## config.mk

```make
export PLATFORM = sky130hd
export DESIGN_NAME = eth_10g_mac_tx_st_ready_latency_adapter
export DESIGN_NICKNAME = d
export VERILOG_FILES = /design/src/rtl/eth_10g_mac_tx_st_ready_latency_adapter_pkg.sv /design/src/rtl/eth_10g_st_sync_fifo.sv /design/src/rtl/eth_10g_mac_tx_st_ready_latency_adapter.sv
export SDC_FILE = /design/constraint.sdc
export NUM_CORES = 1
export LEC_CHECK = 0
export CORE_MARGIN = 4
export CORE_UTILIZATION = 60
export DETAILED_ROUTE_END_ITERATION = 10
export MAX_ROUTING_LAYER = met4
export PLACE_DENSITY = 0.92
export SLEW_MARGIN = 30
export SYNTH_ARGS = -nofsm -noshare
export SYNTH_HDL_FRONTEND = slang
export SYNTH_SLANG_ARGS = --single-unit
```

## constraint.sdc

```tcl
create_clock -name clk -period 5.4 [get_ports clk]
set_input_delay 0.54 -clock clk [delete_from_list [all_inputs] [get_ports clk]]
set_output_delay 0.54 -clock clk [all_outputs]
set_load 0.005 [all_outputs]
```

## src/rtl/eth_10g_mac_tx_st_ready_latency_adapter_pkg.sv

```systemverilog
// Shared defaults and framing state encoding for the
// 10G MAC TX ready-latency adapter.
package eth_10g_mac_tx_st_ready_latency_adapter_pkg;

    localparam int DEF_DATA_W  = 64;
    localparam int DEF_EMPTY_W = 3;
    localparam int DEF_DEPTH   = 4;

    typedef enum logic {
        IDLE,
        IN_PKT
    } state_t;

endpackage

```

## src/rtl/eth_10g_st_sync_fifo.sv

```systemverilog
// Single-clock FIFO for Avalon-ST beats with an occupancy count.
// Caller must not push when full or pop when empty.
module eth_10g_st_sync_fifo
    import eth_10g_mac_tx_st_ready_latency_adapter_pkg::*;
#(
    parameter int W     = 8,
    parameter int DEPTH = DEF_DEPTH,
    parameter int AW    = $clog2(DEPTH),
    parameter int CW    = AW + 1
) (
    input  logic          clk,
    input  logic          reset_n,
    input  logic          push,
    input  logic          pop,
    input  logic [W-1:0]  wdata,
    output logic [W-1:0]  rdata,
    output logic [CW-1:0] count
);

    logic [W-1:0]  mem [DEPTH];
    logic [AW-1:0] wptr;
    logic [AW-1:0] rptr;

    assign rdata = mem[rptr];

    // Pointer and occupancy tracking; push and pop together keep count.
    always_ff @(posedge clk) begin
        if (!reset_n) begin
            wptr  <= '0;
            rptr  <= '0;
            count <= '0;
        end else begin
            if (push) wptr <= wptr + 1'b1;
            if (pop)  rptr <= rptr + 1'b1;
            case ({push, pop})
                2'b10:   count <= count + 1'b1;
                2'b01:   count <= count - 1'b1;
                default: count <= count;
            endcase
        end
    end

    // Storage write; contents need no reset since count gates reads.
    always_ff @(posedge clk) begin
        if (push) mem[wptr] <= wdata;
    end

endmodule

```

## src/rtl/eth_10g_mac_tx_st_ready_latency_adapter.sv

```systemverilog
// Converts a ready-latency-0 stream into a ready-latency-1 stream,
// enforcing SOP/EOP framing and counting discarded stray beats.
module eth_10g_mac_tx_st_ready_latency_adapter
    import eth_10g_mac_tx_st_ready_latency_adapter_pkg::*;
#(
    parameter int DATA_W  = DEF_DATA_W,
    parameter int EMPTY_W = DEF_EMPTY_W,
    parameter int DEPTH   = DEF_DEPTH
) (
    input  logic               clk,
    input  logic               reset_n,
    input  logic               in_valid,
    output logic               in_ready,
    input  logic [DATA_W-1:0]  in_data,
    input  logic               in_error,
    input  logic               in_startofpacket,
    input  logic               in_endofpacket,
    input  logic [EMPTY_W-1:0] in_empty,
    output logic               out_valid,
    input  logic               out_ready,
    output logic [DATA_W-1:0]  out_data,
    output logic               out_error,
    output logic               out_startofpacket,
    output logic               out_endofpacket,
    output logic [EMPTY_W-1:0] out_empty,
    output logic [15:0]        drop_count
);

    localparam int PW = DATA_W + EMPTY_W + 3;
    localparam int CW = $clog2(DEPTH) + 1;
    localparam logic [CW-1:0] FULL = CW'(DEPTH);

    state_t state_q;
    state_t state_d;

    logic               acc;
    logic               wr;
    logic               drop;
    logic               w_err;
    logic [EMPTY_W-1:0] w_empty;
    logic               pop;
    logic [PW-1:0]      wdata;
    logic [PW-1:0]      rdata;
    logic [CW-1:0]      count;

    assign in_ready = reset_n && (count < FULL);
    assign acc      = in_valid && in_ready;
    assign pop      = out_ready && (count != '0);
    assign wdata    = {in_data, w_err, in_startofpacket,
                       in_endofpacket, w_empty};

    eth_10g_st_sync_fifo #(
        .W     (PW),
        .DEPTH (DEPTH)
    ) u_fifo (
        .clk     (clk),
        .reset_n (reset_n),
        .push    (wr),
        .pop     (pop),
        .wdata   (wdata),
        .rdata   (rdata),
        .count   (count)
    );

    // Framing state register.
    always_ff @(posedge clk) begin
        if (!reset_n) state_q <= IDLE;
        else          state_q <= state_d;
    end

    // Framing decisions: drop strays, flag truncated frames, clean empty.
    always_comb begin
        state_d = state_q;
        wr      = 1'b0;
        drop    = 1'b0;
        w_err   = in_error;
        w_empty = in_endofpacket ? in_empty : '0;
        case (state_q)
            IDLE: begin
                if (acc) begin
                    if (!in_startofpacket) begin
                        drop = 1'b1;
                    end else begin
                        wr = 1'b1;
                        if (!in_endofpacket) state_d = IN_PKT;
                    end
                end
            end
            IN_PKT: begin
                if (acc) begin
                    wr = 1'b1;
                    if (in_startofpacket) w_err = 1'b1;
                    if (in_endofpacket)   state_d = IDLE;
                end
            end
            default: state_d = IDLE;
        endcase
    end

    // Saturating count of discarded beats.
    always_ff @(posedge clk) begin
        if (!reset_n)
            drop_count <= '0;
        else if (drop && drop_count != 16'hFFFF)
            drop_count <= drop_count + 16'd1;
    end

    // Output register: a beat is launched only for an out_ready seen
    // in the previous cycle, which gives the downstream latency of 1.
    always_ff @(posedge clk) begin
        if (!reset_n) begin
            out_valid         <= 1'b0;
            out_data          <= '0;
            out_error         <= 1'b0;
            out_startofpacket <= 1'b0;
            out_endofpacket   <= 1'b0;
            out_empty         <= '0;
        end else if (pop) begin
            out_valid         <= 1'b1;
            {out_data, out_error, out_startofpacket,
             out_endofpacket, out_empty} <= rdata;
        end else begin
            out_valid         <= 1'b0;
            out_error         <= 1'b0;
            out_startofpacket <= 1'b0;
            out_endofpacket   <= 1'b0;
        end
    end

endmodule

```

==> summary.json <==
{
  "sta": {
    "hold_ws_ns": 0.451,
    "finalSetupViolations": 0,
    "final_min_period_over_clock_period": 0.499,
    "max_freq_ghz": 0.371,
    "worst_slew_pin_slew_ns": 0.985,
    "rsz0062_at_grt": "no",
    "report.final.hold_viol_count": 0,
    "clock-skew-final_ns": 0.0103,
    "slew_viol_final": 0,
    "finalCriticalPeriod_ns": 2.70,
    "totalNegativeSetupSlack_ns": 0,
    "slew_headroom": 0.343
  },
  "synthesis": {
    "part_of_the_yosys_area_used_for_sequential_elements": 0.751,
    "syn-num-nets": 903,
    "avgSynthCellArea_um2": 16.8,
    "synth.top_cells.by_area": "edfxtp_1, dfxtp_1, mux4_2, nand2_1, a21oi_1",
    "ys.warnings.count": 0,
    "synth_largest_type_area_fraction": 0.610,
    "ys_async_sr_fraction": 0,
    "synth-edff-count": 280,
    "synth_area_leader": "edfxtp_1",
    "synth.ff_latch_count": 377,
    "postSynth.topFlopCell": "edfxtp_1",
    "post_synth_num_cell_types": 43,
    "postSynthCellCount": 822,
    "syn-cell-area_um2": 13800
  },
  "global_routing": {
    "global_route.peak_usage_layer": "met2",
    "grt_antenna_before_repair": 1,
    "grt_util_all_layers": 0.233,
    "vias_in_the_first_global_route": 8086,
    "fraction_of_met1_tracks_used_by_global_routing": 0.303,
    "grt_pass1_wl_um": 45100,
    "grt_use_met3": 0.0401,
    "grt_use_met2": 0.382,
    "grt_start_max_net_pins": 87,
    "grt_remaining_overflow": 0
  },
  "floorplan": {
    "die_height_um": 160,
    "design.die.area_um2": 25500,
    "floorplan.rows": 55,
    "placeableCoreArea_um2": 22600,
    "starting_density": 0.609,
    "chipWidth_um": 160,
    "ioPinCount": 162
  },
  "setup_path": {
    "cp_capture_type": "output port",
    "crit_fanout": 16,
    "r2r_setup_slack_ns": 2.88,
    "timing_worst_setup_path_type": "in -> out",
    "reg2reg_from": "u_fifo.count[2]$_SDFFE_PN0P_",
    "worstPathArrival_ns": 2.16,
    "critPathRequiredTime_ns": 4.86,
    "rr_endpoint": "u_fifo.count[2]$_SDFFE_PN0P_",
    "reg2regPathDepth": 9,
    "startpoint_type": "input port"
  },
  "layout": {
    "post_route_cells_drive_above_1_share": 0.146,
    "final_cell_count_no_fill": 1303,
    "multi_input_area_um2": 3260,
    "n_fill_cell": 1285,
    "sequential_cell_area_um2": 10400,
    "flow.area_growth_from_synthesis_pct": 23.3,
    "most_common_cell_after_layout_fill_and_taps_aside": "edfxtp_1",
    "finalInstanceArea_um2": 17000,
    "number_of_nets_in_the_layout": 1069,
    "most-common-layout-cells": "edfxtp_1, clkdlybuf4s50_1, nand2_1"
  },
  "pwr": {
    "max-vdd-ir-drop_uv": 286,
    "powerDensity_nw_per_um2": 426,
    "static-leakage-power_nw": 5.38
  },
  "placed_design": {
    "placed_cell_area_um2": 15800,
    "place_congestion": 0.774,
    "hpwlAfterDp_um": 16900,
    "io_buffer_count": 161,
    "dp.cells": 1234
  },
  "route": {
    "drcViolationCount": 0,
    "drt_iter0_markers": 586,
    "ant_nets": 0,
    "drt_first_pass_iters": 5,
    "detail_route.wirelength_um": 28700,
    "route.detailed.wl_per_inst_um": 22.0,
    "via_count": 7807,
    "routed_vias_inst": 5.99
  },
  "cts": {
    "post_cts.resized_instances": 0,
    "cts-buffers-inserted": 37,
    "cts.path.max_buffers": 3,
    "cts_tree": "yes",
    "clk_slew_on_worst_s_h_paths_ns": 0.06,
    "cts-root-buf": "clkbuf_16",
    "post_cts_setup_driven_buffer_insertion_count": 0,
    "clkLatencyLatePin_ns": 0.52,
    "numClockSinks": 377,
    "htreeDepth": 2,
    "cts_hold_buf": 0
  },
  "hold_path": {
    "worstHoldStart": "out_data[16]$_SDFFE_PN0N_",
    "hold_class": "reg -> reg",
    "hold-path-cell-count": 2,
    "timing.hold.worst_endpoint": "out_data[16]$_SDFFE_PN0N_"
  },
  "run": {
    "max-cap-violations": 0
  },
  "run_status": {
    "outcome": "finished clean"
  }
}
## cell usage after synthesis (3+ instances only)
| master | count |
|---|---|
| xor2_1 | 3 |
| buf_2 | 7 |
| dfxtp_1 | 97 |
| mux2i_1 | 4 |
| and2_1 | 4 |
| or3_1 | 3 |
| o21ai_0 | 5 |
| o31ai_1 | 7 |
| edfxtp_1 | 280 |
| and3_1 | 9 |
| inv_1 | 8 |
| or4_1 | 8 |
| nand4_1 | 6 |
| mux4_2 | 70 |
| ha_1 | 6 |
| nor2_1 | 15 |
| clkbuf_1 | 33 |
| a21oi_1 | 79 |
| nand3_1 | 7 |
| nand2_1 | 143 |
## worst max path at each step
stage          startpoint                           to  slack (ns)  cells after the start
2_1_floorplan    in_valid   u_fifo.mem[0][0]$_DFFE_PP_        2.36                      3
3_3_place_gp      reset_n  u_fifo.mem[2][45]$_DFFE_PP_        2.24                      3
3_5_place_dp      reset_n  u_fifo.mem[2][50]$_DFFE_PP_        2.29                      4
4_1_cts           reset_n                     in_ready        2.70                      4
5_1_grt           reset_n                     in_ready        2.61                      4
6_report          reset_n                     in_ready        2.70                      4
## registers in the layout, indices dropped and copies added, names as in the netlist, named ones only
name / cells
drop_count: 16
out_data: 64
out_empty: 3
out_endofpacket: 1
out_error: 1
out_startofpacket: 1
out_valid: 1
state_q: 1
u_fifo.count: 3
u_fifo.mem: 280
u_fifo.rptr: 2
u_fifo.wptr: 2
## power by group
group          switching (mW)  internal [mW]
registers               0.148           3.29
clock network            1.03           1.52
logic                   0.589          0.664
## metal layers
layer,part of all wire,vias up
met4,0.026,0
li1,-,3481
met1,0.39,3928
met2,0.52,336
met3,0.066,62
met5,0,-
## final cells by class
type	instances	share of cell area
diodes	1	0.000147
clock buffers	51	0.0624
clock inverters	17	0.00950
inverters	10	0.00228
multi-input cells	391	0.192
flip-flops and latches	377	0.609
well taps	285	0.0210
repair buffers	171	0.104
## through the flow
step / setup slack [ns] / util / power (mW)
after floorplan: 2.36 / - / 4.21
after global placement: 2.24 / 0.691 / 4.69
after detailed placement: 2.29 / 0.696 / 4.75
after CTS: 2.70 / 0.750 / 7.31
after global routing: 2.61 / 0.751 / 7.56
final: 2.70 / 0.751 / 7.24
## worst max-delay path: stages
cell	delay [ns]
clkdlybuf4s50_1	0.86
clkinv_2	0.13
nor2_1	0.12
clkdlybuf4s50_1	0.51
## kinds of logic (layout without fill, tap and decap cells)
family          after synthesis  in the layout  share of synthesized area
flops                       377            377                      0.751
other cells                   0              1                          0
simple gates                206            206                     0.0668
buf+inv                      54            249                     0.0155
compound gates               99             99                     0.0392
fa+ha+maj                     7              7                    0.00690
xor+xnor                      5              5                    0.00318
mux                          74             74                      0.117
(Power assumes the default switching activity.)
